[src/rtl/echo_timer.sv]
// Ultrasonic echo pulse-width timer: arms on a trigger pulse, waits for the echo
// rising edge, measures its high time in prescaled ticks and reports either a
// latched width with a valid strobe or a timeout strobe.
module echo_timer #(
  parameter int WIDTH       = 16,
  parameter int CLK_DIV     = 50,
  parameter int TIMEOUT     = 30000,
  parameter int SYNC_STAGES = 2
) (
  input  logic             clk_in,
  input  logic             reset,
  input  logic             arm_in,
  input  logic             echo_in,
  output logic [WIDTH-1:0] width_out,
  output logic             valid_out,
  output logic             timeout_out,
  output logic             busy_out
);

  localparam int PW = (CLK_DIV > 1) ? $clog2(CLK_DIV) : 1;
  localparam logic [PW-1:0]    PRESC_LAST = PW'(CLK_DIV - 1);
  localparam logic [WIDTH-1:0] TO         = WIDTH'(TIMEOUT);

  typedef enum logic [1:0] {
    IDLE,
    WAIT_RISE,
    MEASURE,
    WAIT_LOW
  } state_t;

  state_t                 state, state_n;
  logic [SYNC_STAGES-1:0] sync_q;
  logic                   echo_s, echo_d;
  logic                   rise, fall, tick;
  logic [PW-1:0]          presc, presc_n;
  logic [WIDTH-1:0]       elapsed, elapsed_n;
  logic [WIDTH-1:0]       count, count_n, count_inc;
  logic [WIDTH-1:0]       width_n;
  logic                   valid_n, timeout_n;

  assign echo_s = sync_q[SYNC_STAGES-1];
  assign rise   = echo_s & ~echo_d;
  assign fall   = ~echo_s & echo_d;
  assign tick   = (presc == PRESC_LAST);

  // Synchronise the raw echo and keep a one-cycle delayed copy for edge detection
  always_ff @(posedge clk_in or posedge reset) begin
    if (reset) begin
      sync_q <= '0;
      echo_d <= 1'b0;
    end else begin
      sync_q <= {sync_q[SYNC_STAGES-2:0], echo_in};
      echo_d <= echo_s;
    end
  end

  // State, counters and registered outputs
  always_ff @(posedge clk_in or posedge reset) begin
    if (reset) begin
      state       <= IDLE;
      presc       <= '0;
      elapsed     <= '0;
      count       <= '0;
      width_out   <= '0;
      valid_out   <= 1'b0;
      timeout_out <= 1'b0;
      busy_out    <= 1'b0;
    end else begin
      state       <= state_n;
      presc       <= presc_n;
      elapsed     <= elapsed_n;
      count       <= count_n;
      width_out   <= width_n;
      valid_out   <= valid_n;
      timeout_out <= timeout_n;
      busy_out    <= (state_n != IDLE);
    end
  end

  // Next-state, counter and output decisions
  always_comb begin
    state_n   = state;
    presc_n   = tick ? '0 : presc + PW'(1);
    elapsed_n = elapsed;
    count_n   = count;
    width_n   = width_out;
    valid_n   = 1'b0;
    timeout_n = 1'b0;
    count_inc = (tick && (count != TO)) ? count + WIDTH'(1) : count;

    case (state)
      IDLE: begin
        presc_n = '0;
        if (arm_in) begin
          state_n   = WAIT_RISE;
          elapsed_n = '0;
        end
      end
      WAIT_RISE: begin
        if (tick && (elapsed != TO)) elapsed_n = elapsed + WIDTH'(1);
        if (rise) begin
          state_n = MEASURE;
          count_n = '0;
        end else if (elapsed == TO) begin
          state_n   = IDLE;
          timeout_n = 1'b1;
        end
      end
      MEASURE: begin
        count_n = count_inc;
        // The tick landing in the fall cycle is included; count_inc already
        // stops at TO, so a fall coinciding with saturation reports TIMEOUT.
        if (fall) begin
          state_n = IDLE;
          width_n = count_inc;
          valid_n = 1'b1;
        end else if (count == TO) begin
          state_n   = WAIT_LOW;
          timeout_n = 1'b1;
        end
      end
      WAIT_LOW: begin
        presc_n = '0;
        if (!echo_s) state_n = IDLE;
      end
      default: state_n = IDLE;
    endcase

    // Every state entry restarts the prescaler
    if (state_n != state) presc_n = '0;
  end

endmodule

[config.mk]
export PLATFORM = sky130hd
export DESIGN_NAME = echo_timer
export DESIGN_NICKNAME = d
export VERILOG_FILES = /design/src/rtl/echo_timer.sv
export SDC_FILE = /design/constraint.sdc
export NUM_CORES = 1
export LEC_CHECK = 0
export BUFFER_PORTS_ARGS = -buffer_cell sky130_fd_sc_hd__buf_2
export CELL_PAD_IN_SITES_DETAIL_PLACEMENT = 1
export CELL_PAD_IN_SITES_GLOBAL_PLACEMENT = 1
export CORE_MARGIN = 8
export CORE_UTILIZATION = 51
export DETAILED_ROUTE_END_ITERATION = 8
export PLACE_DENSITY_LB_ADDON = 0.1
export SYNTH_ARGS = -nofsm -noshare
export SYNTH_HDL_FRONTEND = slang
export SYNTH_SLANG_ARGS = --single-unit
export TNS_END_PERCENT = 50
[constraint.sdc]
create_clock -name clk_in -period 4.4 [get_ports clk_in]
set_input_delay 0.22 -clock clk_in [delete_from_list [all_inputs] [get_ports clk_in]]
set_output_delay 0.22 -clock clk_in [all_outputs]
set_load 0.01 [all_outputs]
==> results of run 1 <==
-- power by group --
part           switching, mW  internal, mW
clock                  0.221         0.292
sequential            0.0438         0.607
combinational          0.292         0.138
total                  0.558          1.04
-- final timing paths --
| check | to | start | slack [ns] |
|---|---|---|---|
| setup / recovery | elapsed[11] | state[0] | 1.74 |
| hold / removal | elapsed[1] | arm_in | 0.25 |
| setup reg to reg | elapsed[11] | state[0] | 1.74 |
| hold reg to reg | sync_q[1] | sync_q[0] | 0.35 |
| max in group asynchronous | elapsed[2] | reset | 3.00 |
| min in group asynchronous | width_out[11] | reset | 0.46 |
-- registers in the layout (all words and copies together), names as in the netlist --
register	count
timeout_out	1
elapsed	16
count	16
valid_out	1
echo_d	1
presc	6
busy_out	1
state	2
sync_q	2
width_out	16
-- kinds of logic (layout without fill, tap and decap cells) --
| kind of cell | after synthesis | after routing | synth area share |
|---|---|---|---|
| flops | 62 | 62 | 0.441 |
| simple gates | 136 | 136 | 0.212 |
| mux | 2 | 2 | 0.00570 |
| xor+xnor | 28 | 28 | 0.0698 |
| buf+inv | 39 | 63 | 0.0470 |
| fa+ha+maj | 10 | 10 | 0.0356 |
| compound gates | 98 | 98 | 0.188 |
-- Yosys cell counts, drive strengths merged, types with 2 or more instances --
cell      n
a41o      2
inv      19
nand2b    3
o22ai     2
mux2i     2
o31a      2
xnor2    21
a2111oi   2
a211oi    6
ha       10
o21ai    38
a31o      2
xor2      7
nor4bb    2
and4      3
and3      2
nand4bb   2
o31ai     6
nand4b    3
a21oi    17
nor2b     5
nand4    10
a31oi     9
nor2     23
nand2    42
nand3     9
o21a      2
buf       7
o211ai    3
dfrtp    62
clkbuf   13
and2      7
nor3     13
or3       6
-- critical path: stages, from the launching register on --
cell	delay [ns]
dfrtp_1	0.44
inv_1	0.15
ha_1	0.46
mux2i_1	0.27
or4_4	0.54
a211oi_2	0.33
a31oi_1	0.13
a41o_1	0.23
-- cell type report --
cell class | instances | area (um2) | share of cell area
multi-input cells | 274 | 1800 | 0.463
flip-flops and latches | 62 | 1550 | 0.400
repair buffers | 28 | 160 | 0.0413
clock buffers | 13 | 159 | 0.0409
well taps | 80 | 100 | 0.0258
inverters | 19 | 71.3 | 0.0184
clock inverters | 3 | 42.5 | 0.0110
-- stage by stage --
step	cell area, um2	utilization	worst slack (ns)
floorplan	3510	-	2.33
global placement	3660	0.545	1.95
detailed placement	3660	0.545	1.84
CTS	3880	0.578	1.78
global route	3880	0.578	1.60
finish	3880	0.578	1.74
-- per-layer routing --
layer | wire [um] | share of wire
met1 | 4100 | 0.44
met2 | 4690 | 0.51
met5 | 0 | 0
met3 | 231 | 0.025
met4 | 205 | 0.022
==> impl_metrics.py, run 1 <==
metrics = {
    "sta": {
        "hold_slack_ns": 0.252,
        "final-max-slew-violation-count": 0,
        "slew_headroom": 0.397,
        "period_share": 0.604,
        "rsz0062_at_grt": "false",
        "setup_viol": 0,
        "tightest_slew_ns": 0.902,
        "fin_skew_ns": 0.00730,
        "fin_setup_tns_ns": 0,
        "fmaxAchievable_mhz": 376,
        "layout_min_cycle_time_ns": 2.66,
        "hold_viol": 0,
    },
    "drt": {
        "first_iter_violations": 111,
        "routed_wl_mm": 9.22,
        "remaining_drc_errors": 0,
        "firstDrtPassIters": 4,
        "via_count": 2867,
        "post_drt_wl_per_cell_um": 19.2,
        "antenna_left": 0,
        "viasPerCell": 5.99,
    },
    "logic_synthesis": {
        "syn_area_um2": 3510,
        "synthesis.nets": 389,
        "ys.warnings.count": 0,
        "async_reset_ff_frac": 1.00,
        "yosysTopAreaCellShare": 0.441,
        "netlist_top_cells_area": "dfrtp_1, o21ai_0, xnor2_1",
        "ys_seq_elements": 62,
        "yosysTopAreaCell": "dfrtp_1",
        "synth_cell_types": 54,
        "synth_area_per_cell_um2": 9.37,
        "netlist_instances": 375,
        "synth_edf_count": 0,
        "synth-main-ff-cell": "dfrtp_1",
        "synth-seq-area-share": 0.441,
    },
    "setup_path": {
        "cp_max_fo": 12,
        "arrival_ns": 2.89,
        "crit_required_ns": 4.63,
        "crit_path_end_kind": "flip-flop",
        "reg2regPathDepth": 7,
        "critPathLaunchType": "flip-flop",
        "worstSetupPathType": "reg2reg",
    },
    "final_layout": {
        "fillers": 793,
        "final_nets": 408,
        "final_common_cell": "dfrtp_1",
        "area_delta_synth_final_pct": 10.5,
        "fin_cells": 479,
        "n_antenna_cell": 0,
        "drive_gt1_frac": 0.138,
        "final_cell_mix": "dfrtp_1, nand2_1, o21ai_0, nor2_1, buf_2",
    },
    "die": {
        "initial_core_util": 0.523,
        "die_x_um": 99.0,
        "coreArea_um2": 6720,
        "die_area_um2": 9800,
        "die_h_um": 99.0,
        "io_pins": 23,
        "num_rows": 30,
    },
    "clocking": {
        "insertion_delay_ns": 0.34,
        "cts_tree": "done",
        "clock_path_buffers": 2,
        "clockRootBuffer": "clkbuf_8",
        "cts_buffers": 9,
        "postCtsSetupRepairBufs": 0,
        "cts_resized": 0,
        "clkSinkCount": 62,
        "htree_levels": 3,
        "path_clk_slew_ns": 0.07,
        "hold_buffers": 2,
    },
    "global_route": {
        "grt-ovfl-total": 0,
        "use_met1": 0.237,
        "busiest_layer": "met2",
        "antenna_found_initial": 0,
        "grt_start_max_net_pins": 41,
        "grt_first_pass_wirelength_mm": 15.7,
        "grt_pass1_vias": 3096,
        "grt_util_met3": 0.0303,
        "grt_use_total": 0.200,
        "grtUsageMet2": 0.349,
    },
    "placed_design": {
        "gp_congestion": 0.877,
        "port_buffers": 22,
        "place_inst": 461,
        "dp_hpwl_mm": 6.53,
    },
    "status": {
        "status": "finished clean",
    },
    "hold_path": {
        "hold_class": "in2reg",
        "min_path_cells": 3,
    },
    "job": {
        "cap_violations": 0,
    },
    "power": {
        "p_leak_nw": 1.64,
        "power_mw": 1.59,
        "powerDensity_nw_per_um2": 411,
        "peakVddDrop_mv": 0.214,
    },
}
No activity file was read; power rests on OpenSTA's default activity.
==> run 2: changes to the inputs <==
Settings changed: ABC_AREA from default to 1, CORE_UTILIZATION 51 to 45.
Clock period 4.4 ns to 2.5 ns, I/O delays scaled along.
==> impl_metrics.py, run 2 <==
metrics = {
    "setup_path": {
        "path_common_cell": "nand2_1",
        "slowest_delay_ns": 0.43,
        "path_cells": "inv_1 > ha_1 > inv_1 > nor2_1 > nand2_1 > nor2_1 > nand2_1 > nand2_2 > inv_2 > nand2_1 > xor2_1 > o22ai_1",
        "crit_required_ns": 2.71,
        "crit_path_end_kind": "flip-flop",
        "worstSetupPathType": "reg2reg",
        "worstSetupStartpoint": "count[0]",
        "r2r-start": "count[0]",
        "reg2regPathDepth": 12,
        "cpMaxStageDelayCell": "dfrtp_1",
        "arrival_ns": 2.29,
        "cp_max_fo": 14,
        "critPathLaunchType": "flip-flop",
    },
    "power": {
        "p_switching_mw": 1.20,
        "sw_frac_of_total": 0.401,
        "p_comb_frac": 0.323,
        "p_leak_nw": 1.81,
        "pwr-share-clk": 0.298,
        "power_mw": 3.00,
        "powerDensity_nw_per_um2": 765,
        "peakVddDrop_mv": 0.710,
        "p_int_mw": 1.80,
        "p_seq_frac": 0.379,
    },
    "logic_synthesis": {
        "synthesis.nets": 460,
        "synth_area_per_cell_um2": 7.81,
        "synth_commonest_cells": "nand2_1, dfrtp_1, nor2_1",
        "synth_compound_area_frac": 0.0941,
        "synthMuxAreaShare": 0,
        "async_reset_ff_frac": 1.00,
        "synth_most_common_cell": "nand2_1",
        "synthAdderAreaFrac": 0.0359,
        "synth-seq-area-share": 0.445,
        "ys.warnings.count": 0,
        "yosysTopAreaCellShare": 0.445,
        "yosysTopAreaCell": "dfrtp_1",
        "netlist_instances": 446,
        "synth_cell_types": 32,
        "ys_seq_elements": 62,
        "netlist_top_cells_area": "dfrtp_1, nand2_1, xor2_1",
        "synth-main-ff-cell": "dfrtp_1",
        "synth_edf_count": 0,
        "synth_xor_area_frac": 0.0603,
        "synth-simple-area-share": 0.297,
        "syn_area_um2": 3480,
        "synth_top_family_by_area": "simple AND/OR/NAND/NOR gates",
    },
    "global_route": {
        "grt_start_max_net_pins": 27,
        "grtUsageMet2": 0.314,
        "grt_first_pass_wirelength_mm": 16.2,
        "busiest_layer": "met2",
        "use_met1": 0.211,
        "antenna_found_initial": 0,
        "grt_use_total": 0.183,
        "grt-ovfl-total": 0,
        "grt_pass1_vias": 3333,
        "grt_util_met3": 0.0415,
    },
    "sta": {
        "fmaxAchievable_mhz": 481,
        "fin_skew_ns": 0.00952,
        "slew_headroom": 0.717,
        "period_share": 0.832,
        "tightest_slew_ns": 0.423,
        "setup_viol": 0,
        "layout_min_cycle_time_ns": 2.08,
        "fin_setup_tns_ns": 0,
        "final-max-slew-violation-count": 0,
        "rsz0062_at_grt": "false",
        "hold_viol": 0,
    },
    "drt": {
        "post_drt_wl_per_cell_um": 15.5,
        "remaining_drc_errors": 0,
        "routed_wl_mm": 9.06,
        "first_iter_violations": 89,
        "firstDrtPassIters": 4,
        "viasPerCell": 5.28,
        "via_count": 3086,
        "antenna_left": 0,
    },
    "final_layout": {
        "n_antenna_cell": 0,
        "final_common_cell": "nand2_1",
        "top_regs": "count: 16 flops, elapsed: 16 flops, width_out: 16 flops",
        "design_area_um2": 3930,
        "area_delta_synth_final_pct": 12.7,
        "final_cell_mix": "nand2_1, dfrtp_1, nor2_1, inv_1, nand3_1",
        "drive_gt1_frac": 0.147,
        "final_nets": 492,
    },
    "job": {
        "cap_violations": 0,
    },
    "clocking": {
        "cts_tree": "done",
        "clock_path_buffers": 2,
        "hold_buffers": 2,
        "path_clk_slew_ns": 0.08,
        "insertion_delay_ns": 0.35,
        "postCtsSetupRepairBufs": 0,
        "htree_levels": 3,
        "clockRootBuffer": "clkbuf_8",
        "cts_buffers": 9,
        "clkSinkCount": 62,
        "cts_resized": 0,
    },
    "placed_design": {
        "placed_area_um2": 3710,
        "port_buffers": 22,
        "dp_hpwl_mm": 6.72,
        "gp_congestion": 0.864,
    },
    "die": {
        "die_x_um": 104,
        "die_area_um2": 10800,
        "coreArea_um2": 7610,
        "initial_core_util": 0.458,
        "io_pins": 23,
        "die_h_um": 104,
        "num_rows": 32,
    },
    "hold_path": {
        "min_from": "arm_in",
        "min_path_cells": 4,
        "hold_class": "in2reg",
    },
    "status": {
        "status": "finished clean",
    },
}
==> run 2: path summary, 6_finish.rpt <==
check                          endpoint  slack [ns]
max in group asynchronous      presc[5]        1.54
max reg2reg                    count[7]        0.42
max                            count[7]        0.42
min in group asynchronous  width_out[3]        0.30
min                            state[1]        0.11
min reg2reg                   sync_q[1]        0.35
==> run 2: critical path, delay by kind of cell, from the launching register on <==
| family | cells | cell delay [ns] |
|---|---|---|
| DFF | 1 | 0.43 |
| and+or+nand+nor | 6 | 0.72 |
| adders and majority gates | 1 | 0.15 |
| buffers and inverters | 3 | 0.33 |
| AOI/OAI and AO/OA | 1 | 0.11 |
| xor gates and xnor gates | 1 | 0.21 |
==> run 2: power by group through the flow <==
stage	clock network [mW]	registers [mW]	logic, mW
floorplan	0	1.14	0.701
global placement	0	1.15	0.963
detailed placement	0	1.16	0.976
CTS	0.913	1.14	0.989
global route	0.949	1.15	1.11
finish	0.894	1.14	0.971
==> run 2: cell families (layout without fill, tap and decap cells) <==
logic type | count (synthesis) | after routing
AO/OA/AOI/OAI | 58 | 58
XOR/XNOR | 24 | 24
adder cells (fa/ha/maj) | 10 | 10
buffers and inverters | 57 | 94
flip-flops | 62 | 62
AND/OR/NAND/NOR | 235 | 235
==> run 2: stage by stage <==
stage,setup WS [ns],hold WS (ns),utilization,cells
5_1_grt,0.143,0.113,0.516,585
6_report,0.421,0.107,0.516,585
2_1_floorplan,0.834,0.156,-,446
3_5_place_dp,0.445,0.145,0.488,567
4_1_cts,0.413,0.0966,0.516,585
3_3_place_gp,0.535,0.135,0.488,567
==> run 2: layer usage <==
| metal | share of wire | up-vias |
|---|---|---|
| met5 | 0 | - |
| met4 | 0.022 | 0 |
| met3 | 0.031 | 20 |
| met2 | 0.51 | 44 |
| met1 | 0.44 | 1522 |
| li1 | - | 1500 |
==> run 2: final cells by class <==
cell class / count / area (um2)
fillers: 959 / 3680
well taps: 102 / 128
multi-input cells: 327 / 1700
clock buffers: 11 / 131
clock inverters: 5 / 60.1
flip-flops and latches: 62 / 1550
inverters: 47 / 176
repair buffers: 31 / 183
